==> config.mk <==
export PLATFORM = sky130hd
export DESIGN_NAME = ddr2_v10_1_sequencer_avl_master
export DESIGN_NICKNAME = d
export VERILOG_FILES = /design/src/rtl/ddr2_v10_1_sequencer_avl_master.sv
export SDC_FILE = /design/constraint.sdc
export NUM_CORES = 1
export LEC_CHECK = 0
export ABC_AREA = 1
export CORE_MARGIN = 10
export CORE_UTILIZATION = 40
export CTS_BUF_LIST = sky130_fd_sc_hd__clkbuf_16
export DETAILED_ROUTE_END_ITERATION = 10
export DONT_BUFFER_PORTS = 1
export HOLD_SLACK_MARGIN = 0.06
export MAX_ROUTING_LAYER = met4
export PLACE_DENSITY_LB_ADDON = 0.2
export SYNTH_ARGS = -nofsm -noshare
export SYNTH_HDL_FRONTEND = slang
export SYNTH_SLANG_ARGS = --single-unit
==> constraint.sdc <==
create_clock -name avl_clk -period 9.2 [get_ports avl_clk]
set_input_delay 2.76 -clock avl_clk [delete_from_list [all_inputs] [get_ports avl_clk]]
set_output_delay 2.76 -clock avl_clk [all_outputs]
set_load 0.05 [all_outputs]
==> src/rtl/ddr2_v10_1_sequencer_avl_master.sv <==
// Avalon-MM master for the sequencer: drains a small command FIFO one transfer at a
// time, forces an idle bus cycle between transfers and aborts transfers that stall.
//
// state | meaning
// IDLE  | no transfer in flight, waiting for a queued command
// ISSUE | request asserted and held, waiting for waitrequest low or the watchdog
// GAP   | request lines low for one cycle so the slave can return to idle
module ddr2_v10_1_sequencer_avl_master #(
    parameter int AVL_DATA_WIDTH = 32,
    parameter int AVL_ADDR_WIDTH = 16,
    parameter int CMD_FIFO_DEPTH = 4,
    parameter int TIMEOUT_CYCLES = 1024
) (
    input  logic                      avl_clk,
    input  logic                      avl_reset,
    input  logic                      cmd_valid,
    output logic                      cmd_ready,
    input  logic                      cmd_write,
    input  logic [AVL_ADDR_WIDTH-1:0] cmd_address,
    input  logic [AVL_DATA_WIDTH-1:0] cmd_writedata,
    output logic [AVL_ADDR_WIDTH-1:0] avl_address,
    output logic                      avl_write,
    output logic [AVL_DATA_WIDTH-1:0] avl_writedata,
    output logic                      avl_read,
    input  logic [AVL_DATA_WIDTH-1:0] avl_readdata,
    input  logic                      avl_waitrequest,
    output logic                      rsp_valid,
    output logic                      rsp_write,
    output logic [AVL_DATA_WIDTH-1:0] rsp_readdata,
    output logic                      rsp_timeout,
    output logic                      busy
);
    localparam int PW  = $clog2(CMD_FIFO_DEPTH);
    localparam int WDW = $clog2(TIMEOUT_CYCLES) + 1;
    localparam int EW  = 1 + AVL_ADDR_WIDTH + AVL_DATA_WIDTH;
    localparam logic [WDW-1:0] WD_LAST = WDW'(TIMEOUT_CYCLES - 1);
    localparam logic [WDW-1:0] WD_MAX  = '1;

    typedef enum logic [1:0] {IDLE, ISSUE, GAP} state_t;

    state_t                    state_q;
    logic [PW:0]               wptr_q, rptr_q, wptr_d, rptr_d;
    logic [EW-1:0]             mem_q [CMD_FIFO_DEPTH];
    logic [EW-1:0]             head;
    logic                      empty, full, push, pop, busy_d;
    logic [WDW-1:0]            wd_q;
    logic [AVL_ADDR_WIDTH-1:0] avl_address_q;
    logic [AVL_DATA_WIDTH-1:0] avl_writedata_q, rsp_readdata_q;
    logic                      avl_write_q, avl_read_q;
    logic                      rsp_valid_q, rsp_write_q, rsp_timeout_q, busy_q;

    assign empty  = (wptr_q == rptr_q);
    assign full   = (wptr_q[PW-1:0] == rptr_q[PW-1:0]) && (wptr_q[PW] != rptr_q[PW]);
    assign push   = cmd_valid && !full;
    assign pop    = ((state_q == IDLE) || (state_q == GAP)) && !empty;
    assign wptr_d = wptr_q + {{PW{1'b0}}, push};
    assign rptr_d = rptr_q + {{PW{1'b0}}, pop};
    assign head   = mem_q[rptr_q[PW-1:0]];
    // busy tracks the state after this edge so it rises the cycle after an accept
    assign busy_d = (wptr_d != rptr_d) || (state_q == ISSUE) || pop;

    always_ff @(posedge avl_clk) begin
        if (push) begin
            mem_q[wptr_q[PW-1:0]] <= {cmd_write, cmd_address, cmd_writedata};
        end
    end

    always_ff @(posedge avl_clk or posedge avl_reset) begin
        if (avl_reset) begin
            wptr_q <= '0;
            rptr_q <= '0;
        end else begin
            wptr_q <= wptr_d;
            rptr_q <= rptr_d;
        end
    end

    always_ff @(posedge avl_clk or posedge avl_reset) begin
        if (avl_reset) begin
            state_q         <= IDLE;
            wd_q            <= '0;
            avl_address_q   <= '0;
            avl_writedata_q <= '0;
            avl_write_q     <= 1'b0;
            avl_read_q      <= 1'b0;
            rsp_valid_q     <= 1'b0;
            rsp_write_q     <= 1'b0;
            rsp_readdata_q  <= '0;
            rsp_timeout_q   <= 1'b0;
            busy_q          <= 1'b0;
        end else begin
            rsp_valid_q   <= 1'b0;
            rsp_timeout_q <= 1'b0;
            busy_q        <= busy_d;
            case (state_q)
                IDLE, GAP: begin
                    if (pop) begin
                        avl_write_q     <= head[EW-1];
                        avl_read_q      <= !head[EW-1];
                        avl_address_q   <= head[EW-2 -: AVL_ADDR_WIDTH];
                        avl_writedata_q <= head[AVL_DATA_WIDTH-1:0];
                        wd_q            <= '0;
                        state_q         <= ISSUE;
                    end else begin
                        state_q <= IDLE;
                    end
                end
                ISSUE: begin
                    // completion wins over the watchdog on the same edge
                    if (!avl_waitrequest || (wd_q == WD_LAST)) begin
                        avl_write_q    <= 1'b0;
                        avl_read_q     <= 1'b0;
                        rsp_valid_q    <= 1'b1;
                        rsp_write_q    <= avl_write_q;
                        rsp_timeout_q  <= avl_waitrequest;
                        rsp_readdata_q <= (avl_read_q && !avl_waitrequest) ? avl_readdata : '0;
                        state_q        <= GAP;
                    end else if (wd_q != WD_MAX) begin
                        wd_q <= wd_q + 1'b1;
                    end
                end
                default: state_q <= IDLE;
            endcase
        end
    end

    assign cmd_ready     = !full;
    assign avl_address   = avl_address_q;
    assign avl_writedata = avl_writedata_q;
    assign avl_write     = avl_write_q;
    assign avl_read      = avl_read_q;
    assign rsp_valid     = rsp_valid_q;
    assign rsp_write     = rsp_write_q;
    assign rsp_readdata  = rsp_readdata_q;
    assign rsp_timeout   = rsp_timeout_q;
    assign busy          = busy_q;

endmodule
# ---- Word level (Yosys, flattened, before mapping)
# Memory sizes are Yosys's and may differ from the RTL's.
# Cells that the tools add are included.
dict set report classes {
  addsub 3
  n_mul 0
  n_div 0
  order_cmp 0
  eq_ne 12
  n_shift 0
  n_mux 19
  bitwise 0
  reduce_logical 19
}
# cell count
set ops {}
lappend ops {{$mux 11} 3}
lappend ops {{$mux 32} 1}
lappend ops {{$pmux 11 s2} 1}
lappend ops {{$add 11x1->11 const B} 1}
lappend ops {{$eq 11x10->1 const B} 1}
lappend ops {{$ne 11x11->1 const B} 1}
lappend ops {{$mux 1} 10}
lappend ops {{$add 3x1->3} 2}
lappend ops {{$logic_and 1x1->1} 4}
lappend ops {{$logic_not 1->1} 4}
lappend ops {{$logic_or 1x1->1} 4}
lappend ops {{$ne 2x1->1 const B} 2}
lappend ops {{$ne 2x2->1 const B} 2}
lappend ops {{$pmux 1 s2} 2}
lappend ops {{$pmux 2 s2} 1}
lappend ops {{$reduce_and 2->1} 2}
lappend ops {{$reduce_and 4->1} 1}
lappend ops {{$eq 3x3->1} 1}
lappend ops {{$ne 3x3->1} 1}
lappend ops {{$reduce_and 3->1} 1}
lappend ops {{$eq 2x1->1 const B} 1}
lappend ops {{$eq 2x2->1} 1}
lappend ops {{$eq 2x2->1 const B} 1}
lappend ops {{$logic_not 2->1} 1}
lappend ops {{other kinds (4)} 4}
dict set report totals {
  register_bits 105
  latchBits 0
  ram_bits 196
  mem_bits_ro 0
  inputBits 85
  n_memories 1
}
# name depth word_bits rd rd_clocked_by_memory_dff write_ports line_no
set mem_list {}
lappend mem_list {mem_q 4 49 1 0 1 43} ;# logic [EW-1:0] mem_q [CMD_FIFO_DEPTH];

# ---- Longest topological paths before layout
# Gate-level depths: netlist (run 1).
dict set report logic_depth {
  word_depth 8
  depth_mapped 13
  ltp_nobuf 11
}

# ---- Worst setup path before layout (run 1)
# OpenSTA, ideal clock, no wires.
dict set report synth_timing {
  path_type {input -> register}
  start {in cmd_valid}
  end {mem mem_q[2][0] (netlist bit), enable pin}
  setup_time_ns 0.516
  arrival_ns 6.244
  required_ns 8.684
  setup_slack_ns 2.439
  path_stages 2
  cell_sequence {nand2_1 nor3_1}
}
dict set report synth_via {
  elab_chain_cells 3
}
# element line_no
set synth_lines {}
lappend synth_lines {{start, declared} 16} ;# input logic cmd_valid,
lappend synth_lines {{$logic_and 1x1->1} 54} ;# assign push = cmd_valid && !full;
lappend synth_lines {{$mux 1} 63} ;# if (push) begin
lappend synth_lines {{$mux 1 (implied by the code)} 64} ;# mem_q[wptr_q[PW-1:0]] <= {cmd_write, cmd_address, cmd_writedata};
lappend synth_lines {{end, declared} 43}
# No other way between the ends.

# ---- Final worst setup path (run 1)
dict set report layout_timing {
  start {reg rptr_q[0]}
  end {out cmd_ready}
}
dict set report layout_via {
  elab_chain_cells 3
}
# element line_no
set layout_lines {}
lappend layout_lines {{start, declared} 42} ;# logic [PW:0] wptr_q, rptr_q, wptr_d, rptr_d;
lappend layout_lines {{start signal, assigned} 74} ;# rptr_q <= rptr_d;
lappend layout_lines {{$eq 2x2->1} 53} ;# assign full = (wptr_q[PW-1:0] == rptr_q[PW-1:0]) && (wptr_q[PW] != rptr_q[PW]);
lappend layout_lines {{$logic_and 1x1->1} 53}
lappend layout_lines {{$logic_not 1->1} 127} ;# assign cmd_ready = !full;
lappend layout_lines {{end, declared} 17} ;# output logic cmd_ready,
# No other way between the ends.

==> metrics.md, run 1 <==
| Metric | Value |
|---|---|
| Nets | `1,075` |
| WL/cell | `roughly 19 um` |
| Critical Path RT | `approximately 6400 ps` |
| Slew Viols, Final | `0` |
| Worst setup path startpoint | `rptr_q[0]$_DFF_PP0_` |
| Routability cong. | `~0.8` |
| Total CTS buffers | `34` |
| Final setup vio count | `0` |
| Top_reg_cell synth | `edfxtp_1` |
| Row count | `62` |
| Clock buffer depth | `3` |
| Synth unique cells | `29` |
| ANT cells | `0` |
| Number of global-route vias before repair | `roughly 7,000` |
| Critical path data arrival time | `3010 ps` |
| Largest net degree at the start of global routing | `a little over 100` |
| H-tree levels | `2` |
| DRC violations left | `0` |
| Gate Count Post-Synth | `993` |
| Final clock skew | `12.4 ps` |
| Worst hold stages | `2` |
| Most Crowded Layer GR | `met2` |
| Yosys top cell area share | `0.507` |
| Placed insts | `roughly 1,300` |
| Reg2reg setup slack | `5110 ps` |
| Hold_buf cts | `0` |
| Critical path class | `flip-flop to output pin` |
| Grt met3 use | `0.0569` |
| Synth area leaders | `edfxtp_1, dfrtp_1, nand2_1` |
| Die Y | `190 um` |
| Register clock-pin slew on the reported worst setup and hold paths | `around 60 ps` |
| Met2 Use GR | `0.234` |
| Antenna violations before repair | `0` |
| Crit path capture type | `output pin` |
| VDD IR max | `about 0.00023 V` |
| RSZ-0062 raised after global routing | `no` |
| Core area | `approximately 0.029 mm2` |
| Die Span X | `approximately 190 um` |
| CP Launch Type | `flip-flop` |
| GR Overflow Total | `0` |
| Count of flip-flops with a built-in enable after synthesis | `roughly 200` |
| Count leader, synth | `nand2_1` |
| Clock Tree Root | `clkbuf_16` |
| Slew HR | `0.266` |
| Worst reg2reg path depth | `7` |
| Overall power | `5170 uW` |
| Pwr dens | `between 300 and 400 mW/mm2` |
| Hold WC Path Type | `flip-flop to flip-flop` |
| PortBufs | `0` |
| Die area | `around 0.036 mm2` |
| Mean Syn Cell Area | `about 12 um2` |
| Setup crit end | `cmd_ready` |
| Post-CTS Setup Bufs | `0` |
| Top cells by count, synth | `nand2_1, edfxtp_1, nor2_1, o21ai_0, dfrtp_1` |
| Layout cell share with drive strength beyond 1 | `0.0792` |
| Period utilization | `0.627` |
| Final core utilization | `0.453` |
| Vias/cell | `between 5 and 6` |
| Worst Tran Pin Value | `around 1100 ps` |
| All-Layer GR Usage | `0.148` |
| DP HPWL | `15,000 um` |
| R2R Path End | `mem_q[3][43]$_DFFE_PP_` |
| Flops & latches, synth | `roughly 300` |
| Post-CTS Resized | `0` |
| Yosys warning count | `0` |
| CTS Sinks | `301` |
| Area growth syn-to-layout | `11.9%` |
| Seq/Total Area, Yosys | `0.733` |
| CTS tree | `yes` |
| GRT met1 Usage | `0.174` |
| DR pass1 iterations | `4` |
| Max-cap viol count | `0` |
| Status | `finished, final reports clean` |
| Fin cells | `between 1,000 and 1,500` |
| Clk Latency, worst-skew pair | `around 500 ps` |
| WL final | `around 26,000 um` |
| Post-synth ARST share | `0.349` |
| Final Hold Violating Endpoints | `0` |
| Setup total negative slack | `0 ps` |
| I/O pin cnt | `around 170` |
| Netlist Area Pre-Place | `0.0116 mm2` |
| DR iter-0 viols | `about 410` |
| Syn Nets | `1,083` |
| Initial Util | `0.404` |
| ANT nets after route | `0` |
| Area leader, netlist | `edfxtp_1` |
| First-pass GRT wire length | `41,300 um` |
| Max Fanout on Critical Path | `between 100 and 150` |
| Worst r2r src | `rptr_q[1]$_DFF_PP0_` |
| Lkg Pwr | `0.00507 uW` |
| Min Tclk post-route | `a little under 6000 ps` |
| Via Count | `roughly 7,000` |
| WHS | `roughly 500 ps` |
| Fmax | `roughly 170 MHz` |
## worst min-delay path by stage
stage / from / to / slack (ps)
finish: wd_q[7]$_DFFE_PP0P_ / wd_q[7]$_DFFE_PP0P_ / 500
global route: wd_q[1]$_DFFE_PP0P_ / wd_q[1]$_DFFE_PP0P_ / 540
CTS: wd_q[7]$_DFFE_PP0P_ / wd_q[7]$_DFFE_PP0P_ / 510
detailed placement: wd_q[7]$_DFFE_PP0P_ / wd_q[7]$_DFFE_PP0P_ / 490
global placement: wd_q[1]$_DFFE_PP0P_ / wd_q[1]$_DFFE_PP0P_ / 490
floorplan: wd_q[7]$_DFFE_PP0P_ / wd_q[7]$_DFFE_PP0P_ / 460
## power breakdown
part	switching, uW	internal, uW	total [uW]
sequential	886	1840	2730
clock	512	746	1260
combinational	830	354	1180
## routing by layer
layer,share of wire,up-vias
met1,0.42,3414
li1,-,3398
met4,0.017,0
met3,0.095,35
met5,0,-
met2,0.47,184
## state kept, by name (all words and copies together), names as in the netlist
register / cells
rsp_readdata: 32
rptr_q: 3
rsp_write: 1
state_q: 2
wptr_q: 3
rsp_valid: 1
avl_writedata: 32
wd_q: 11
busy: 1
rsp_timeout: 1
mem_q: 196
avl_write: 1
avl_address: 16
avl_read: 1
## cells in the final DEF, fill, tap and decap left out, types with 2 or more instances in the layout
cell type  netlist  layout
nor2_1         110     109
clkbuf_16        0      35
nor3_2           1       5
nand2_1        281     281
a21oi_1          5       5
clkinv_2         0       4
bufinv_16        0       2
inv_1           21      31
nand4_1          3       3
xor2_1           3       3
nor2_2           2       3
dfrtp_1        105     103
ha_1             5       5
clkinv_1         0       5
inv_6            0       3
o21ai_0        110     110
o22ai_1         48      48
buf_4            3       9
edfxtp_1       196     196
nand2_2          5       5
o21ai_1         15      15
o21ai_2          5       5
xnor2_1          3       3
nand3_1          9       9
inv_2            3       3
## cell families after synthesis
| kind of cell | count (synthesis) | synth area share |
|---|---|---|
| flops | 301 | 0.733 |
| compound gates | 185 | 0.0870 |
| xor+xnor | 6 | 0.00453 |
| simple gates | 419 | 0.141 |
| fa+ha+maj | 5 | 0.00539 |
| buf+inv | 77 | 0.0287 |
## critical path: stages, from the launching register on
cell	delay, ps
dfrtp_4	830
clkinv_2	110
buf_4	720
nand2_1	120
nand2_1	110
nand4_1	600
## metrics by stage
| step | instance area (um2) | worst slack, ps |
|---|---|---|
| 6_report | 13000 | 3430 |
| 3_5_place_dp | 11900 | 3800 |
| 4_1_cts | 13000 | 3260 |
| 5_1_grt | 13000 | 3180 |
| 3_3_place_gp | 11900 | 3860 |
| 2_1_floorplan | 11600 | 2440 |
## area by class of cell
type | instances | area (um2)
clock buffers | 35 | 876
clock inverters | 26 | 173
fillers | 2690 | 15700
inverters | 24 | 93.8
multi-input cells | 615 | 2790
flip-flops and latches | 301 | 8520
well taps | 384 | 480
repair buffers | 9 | 67.6
Power figures use the tool's default switching activity.
==> inputs of run 2 (changes only) <==
Clock period 9.2 ns to 5.7 ns, I/O delays scaled along.
==> run 2 against run 1 <==
Against the previous run: via count is 0.38% lower; non-clock buffer count increased by 3; highest routed layer unchanged; critical path depth is the same; die area is the same; largest cell class unchanged.
==> metrics.md, run 2 (synthesized netlist as in run 1, its figures left out) <==
| Metric | Value |
|---|---|
| Final instance area | `0.0130 mm2 (-0.27%)` |
| Total CTS buffers | `34 (unchanged)` |
| Most frequent cells in the layout | `nand2_1, edfxtp_1, o21ai_0` |
| PortBufs | `0 (unchanged)` |
| WHS | `511 ps (+7.46 ps)` |
| Routability cong. | `0.793 (+1.2%)` |
| Clk Latency, worst-skew pair | `510 ps (about the same)` |
| DR iter-0 viols | `423 (+4.4%)` |
| Core area | `0.0287 mm2 (unchanged)` |
| Nets | `1,078 (+0.28%)` |
| Placement Setup Slack | `2260 ps (-1540 ps)` |
| Status | `finished, final reports clean` |
| Lkg Pwr | `0.00506 uW (-0.22%)` |
| Number of flip-flops in the largest register | `196 (unchanged)` |
| Slew Viols, Final | `0 (unchanged)` |
| Fill count | `2,659 (-1.2%)` |
| WL final | `26,200 um (-1.0%)` |
| DR pass1 iterations | `5 (+1)` |
| Slew HR | `0.226 (-0.0397)` |
| Worst reg2reg path depth | `12 (+5)` |
| Most common cell after layout, fill and taps aside | `nand2_1` |
| Max-cap viol count | `0 (unchanged)` |
| End of the worst hold path | `wd_q[3]$_DFFE_PP0P_` |
| Via Count | `7,004 (-0.38%)` |
| Final Hold Violating Endpoints | `0 (unchanged)` |
| Critical path class | `flip-flop to output pin` |
| Min Tclk post-route | `3930 ps` |
| Antenna violations before repair | `0 (unchanged)` |
| Final core utilization | `0.452 (-0.00122)` |
| ANT cells | `0 (unchanged)` |
| Die Y | `190 um (unchanged)` |
| Area growth syn-to-layout | `11.6%` |
| VDD IR max | `0.000315 V (+39%)` |
| Post-CTS Setup Bufs | `0 (unchanged)` |
| Layout cell share with drive strength beyond 1 | `0.0770 (-0.00221)` |
| Die area | `0.0362 mm2 (unchanged)` |
| Initial Util | `0.404 (unchanged)` |
| Clock buffer depth | `3 (unchanged)` |
| Clock Tree Root | `clkbuf_16` |
| RSZ-0062 raised after global routing | `no` |
| Worst Tran Pin Value | `1160 ps (+57.1 ps)` |
| Reg2reg setup slack | `2430 ps (-2680 ps)` |
| Critical Path RT | `3990 ps (-2450 ps)` |
| Die Span X | `190 um (unchanged)` |
| Placed Area | `0.0120 mm2 (+0.19%)` |
| ANT nets after route | `0 (unchanged)` |
| DP HPWL | `14,800 um (-1.0%)` |
| Fmax | `254 MHz` |
| Max Fanout on Critical Path | `50 (-50%)` |
| Final clock skew | `14.2 ps (+1.83 ps)` |
| CTS Sinks | `301 (unchanged)` |
| Period utilization | `0.690` |
| All-Layer GR Usage | `0.147 (-0.00159)` |
| Worst r2r src | `rptr_q[1]$_DFF_PP0_` |
| Setup total negative slack | `0 ps (unchanged)` |
| Pwr dens | `636 mW/mm2 (+60%)` |
| Crit path capture type | `output pin` |
| Worst Slack Setup Final | `1770 ps (-1660 ps)` |
| Largest net degree at the start of global routing | `100 (-2.0%)` |
| H-tree levels | `2 (unchanged)` |
| Register clock-pin slew on the reported worst setup and hold paths | `60 ps (about the same)` |
| Vias/cell | `5.01 (-0.60%)` |
| CTS tree | `yes` |
| R2R Path End | `busy$_DFF_PP0_` |
| Post-CTS Resized | `0 (unchanged)` |
| WL/cell | `18.7 um (-1.2%)` |
| Worst hold stages | `2 (unchanged)` |
| GR Overflow Total | `0 (unchanged)` |
| First-pass GRT wire length | `40,800 um (-1.3%)` |
| Hold_buf cts | `0 (unchanged)` |
| Final setup vio count | `0 (unchanged)` |
| I/O pin cnt | `172 (unchanged)` |
| CP Launch Type | `flip-flop` |
| Critical path data arrival time | `2220 ps (-790 ps)` |
| Row count | `62 (unchanged)` |
| DRC violations left | `0 (unchanged)` |
| Hold WC Path Type | `flip-flop to flip-flop` |
| Number of global-route vias before repair | `7,024 (+0.085%)` |
| Min-delay src | `wd_q[3]$_DFFE_PP0P_` |
run 2: worst max path at each step:
stage                                    from                     to  slack (ps)  cells past startpoint
after global placement    rptr_q[1]$_DFF_PP0_              cmd_ready        2260                      5
final                     rptr_q[1]$_DFF_PP0_              cmd_ready        1770                      5
after CTS                 rptr_q[1]$_DFF_PP0_              cmd_ready        1710                      5
after global routing      rptr_q[1]$_DFF_PP0_              cmd_ready        1630                      5
after floorplan                     cmd_valid  mem_q[2][0]$_DFFE_PP_         -10                      2
after detailed placement  rptr_q[1]$_DFF_PP0_              cmd_ready        2260                      5
run 2: power breakdown:
| part | total, uW | internal (uW) | switching, uW |
|---|---|---|---|
| registers | 4240 | 2980 | 1260 |
| logic | 2080 | 582 | 1500 |
| clock network | 1920 | 1090 | 829 |
| total | 8240 | 4650 | 3590 |
run 2: final cells by class:
class                      instances  area, um2  area share
clock buffer                      34        851      0.0656
tap                              384        480      0.0371
clock inverter                    27        140      0.0108
inverter                          24       93.8     0.00724
sequential                       301       8520       0.657
timing repair buffer              12       90.1     0.00695
multi-input combinational        615       2790       0.215
run 2: per-stage QoR:
| stage | cells | total power, uW |
|---|---|---|
| global placement | 1336 | 6430 |
| global route | 1397 | 8810 |
| floorplan | 993 | 5820 |
| CTS | 1397 | 8400 |
| detailed placement | 1336 | 6460 |
| finish | 1397 | 8240 |
run 2: worst max-delay path: stages, from the launching register on:
cell and delay, ps:
dfrtp_2 400, inv_2 40, buf_4 470, nand2_1 110, nand2_1 120, nand4_1 570
run 2: metal layers:
layer	vias up	share of wire	global-route usage
met3	37	0.086	0.0496
met4	0	0.019	0.0400
met1	3379	0.44	0.183
met2	187	0.45	0.225
li1	3401	-	-
met5	-	0	-
==> inputs of run 3 (changes only) <==
Clock period 5.7 ns to 4 ns, I/O delays scaled along.
==> run 3 against run 2 <==
Against the previous run: sequential share of layout area decreased by 0.30 points; critical path depth decreased by 1; die area unchanged; non-clock buffer count increased by 5; via count decreased by 0.13%; sequential power increased by 45%; global-route usage increased by 0.22 points; first-iteration DRC count decreased by 9.2%; combinational power increased by 41%; power increased by 44%; critical path type unchanged.
==> metrics.md, run 3 (synthesized netlist as in run 1, its figures left out) <==
| Metric | Value |
|---|---|
| Slew Viols, Final | `0 (unchanged)` |
| Slew HR | `0.299 (+0.0734)` |
| Via Count | `6,995 (-0.13%)` |
| Nets | `1,080 (+0.19%)` |
| Initial Util | `0.404 (unchanged)` |
| Clk Latency, worst-skew pair | `560 ps (+50 ps)` |
| Max Fanout on Critical Path | `24 (-52%)` |
| Net Switching | `5140 uW (+43%)` |
| Post-CTS Setup Bufs | `0 (unchanged)` |
| Hold_buf cts | `0 (unchanged)` |
| Routability cong. | `0.793 (about the same)` |
| Comb pwr share | `0.246 (-0.007)` |
| First-pass GRT wire length | `42,000 um (+2.9%)` |
| Slowest CP cell | `dfrtp_2` |
| I/O pin cnt | `172 (unchanged)` |
| CP delay by family, top | `flip-flops` |
| ANT nets after route | `0 (unchanged)` |
| Pwr dens | `914 mW/mm2 (+44%)` |
| Total CTS buffers | `31 (-8.8%)` |
| Worst path buffer plus inverter count | `1 (-1)` |
| Clock power share | `0.238 (+0.005)` |
| Worst Slack Setup Final | `1010 ps (-759 ps)` |
| H-tree levels | `1 (-1)` |
| Die Span X | `190 um (unchanged)` |
| CTS tree | `yes` |
| DR pass1 iterations | `5 (unchanged)` |
| Status | `finished, final reports clean` |
| DRC violations left | `0 (unchanged)` |
| Critical path data arrival time | `1790 ps (-430 ps)` |
| Worst Tran Pin Value | `1050 ps (-106 ps)` |
| Most frequent cells in the layout | `nand2_1, edfxtp_1, o21ai_0` |
| Reg2reg setup slack | `1430 ps (-1000 ps)` |
| Lkg Pwr | `0.00506 uW (about the same)` |
| Critical Path Most Common Cell | `nand2_1` |
| DP HPWL | `15,800 um (+7.0%)` |
| Core area | `0.0287 mm2 (unchanged)` |
| Placed Area | `0.0120 mm2 (+0.31%)` |
| CP cell instances | `nand2_1 -> nand2_1 -> nand4_1 -> buf_4` |
| WL/cell | `19.3 um (+3.0%)` |
| Final Hold Violating Endpoints | `0 (unchanged)` |
| CTS Sinks | `301 (unchanged)` |
| Largest net degree at the start of global routing | `99 (-1.0%)` |
| Area growth syn-to-layout | `12.1%` |
| Vias/cell | `5.00 (-0.27%)` |
| Critical Path RT | `2800 ps (-1190 ps)` |
| WL final | `27,000 um (+3.1%)` |
| Number of flip-flops in the largest register | `196 (unchanged)` |
| Max-cap viol count | `0 (unchanged)` |
| Clock Tree Root | `clkbuf_16` |
| CP Launch Type | `flip-flop` |
| Final clock skew | `13.5 ps (-0.719 ps)` |
| Number of global-route vias before repair | `7,014 (-0.14%)` |
| Crit path capture type | `output pin` |
| Switching share of power | `0.432 (-0.00371)` |
| Internal Power | `6760 uW (+45%)` |
| Min Tclk post-route | `2990 ps` |
| VDD IR max | `0.000441 V (+40%)` |
| All-Layer GR Usage | `0.149 (+0.00224)` |
| DR iter-0 viols | `384 (-9.2%)` |
| Placement Setup Slack | `1330 ps (-923 ps)` |
| Final instance area | `0.0130 mm2 (+0.45%)` |
| Sequential power share | `0.516 (about the same)` |
| Clock buffer depth | `3 (unchanged)` |
| Antenna violations before repair | `0 (unchanged)` |
| ANT cells | `0 (unchanged)` |
| Post-CTS Resized | `0 (unchanged)` |
| RSZ-0062 raised after global routing | `no` |
| Period utilization | `0.748` |
| Slowest Stage Delay on Critical Path | `670 ps (+100 ps)` |
| GR Overflow Total | `0 (unchanged)` |
| PortBufs | `0 (unchanged)` |
| Fmax | `about 330 MHz` |
| Die area | `0.0362 mm2 (unchanged)` |
| Die Y | `190 um (unchanged)` |
| Register clock-pin slew on the reported worst setup and hold paths | `60 ps (about the same)` |
| Row count | `62 (unchanged)` |
| Most common cell after layout, fill and taps aside | `nand2_1` |
| Layout cell share with drive strength beyond 1 | `0.0887 (+0.0117)` |
| Critical path class | `flip-flop to output pin` |
| Hold WC Path Type | `flip-flop to flip-flop` |
| Final setup vio count | `0 (unchanged)` |
-- run 3: cell count changes in the layout (fill, tap and decap cells not counted), sizes merged --
cell	delta
inv	-9
buf	+5
bufinv	+4
clkbuf	-3
clkinv	+4
clkinvlp	+1
-- run 3: per-layer routing --
layer | wire [um] | share of wire | global-route usage
met5 | 0 | 0 | -
met1 | 11500 | 0.43 | 0.180
met3 | 2480 | 0.092 | 0.0532
met2 | 12500 | 0.46 | 0.236
met4 | 450 | 0.017 | 0.0321
-- run 3: metrics by stage --
stage | TNS, ps | instances | util | hold slack, ps | total power, uW
finish | 0 | 1399 | 0.454 | 504 | 11900
CTS | 0 | 1399 | 0.454 | 507 | 12100
detailed placement | 0 | 1341 | 0.418 | 491 | 9250
global route | 0 | 1399 | 0.454 | 525 | 12700
floorplan | -236280 | 993 | - | 465 | 8290
global placement | 0 | 1341 | 0.418 | 489 | 9200
-- run 3: final timing paths --
path                            depth (start not counted)           startpoint                             to
worst max-delay path                                    4  rptr_q[1]$_DFF_PP0_                      cmd_ready
worst min-delay path                                    2  wd_q[3]$_DFFE_PP0P_            wd_q[3]$_DFFE_PP0P_
worst max register to register                         10  rptr_q[1]$_DFF_PP0_                 busy$_DFF_PP0_
worst min register to register                          2  wd_q[3]$_DFFE_PP0P_            wd_q[3]$_DFFE_PP0P_
max in group asynchronous                               2            avl_reset   avl_writedata[2]$_DFFE_PP0P_
min in group asynchronous                               1            avl_reset  avl_writedata[29]$_DFFE_PP0P_
-- run 3: worst min-delay path, stage by stage, from the launching register on --
cell and delay (ps):
dfrtp_1 360, nand2_1 60, nand2_1 60
-- run 3: cell type report --
class	count	area [um2]
fillers	2716	15700
flip-flops and latches	301	8520
multi-input cells	615	2790
clock buffers	31	776
well taps	384	480
clock inverters	27	236
repair buffers	17	128
inverters	24	93.8
-- run 3: power groups by stage --
stage                     logic (uW)  registers [uW]  clock network (uW)
after floorplan                 2280            6010                   0
after global placement          2970            6220                   0
after detailed placement        3030            6220                   0
after CTS                       3030            6170                2920
after global routing            3410            6250                3040
final                           2930            6140                2830
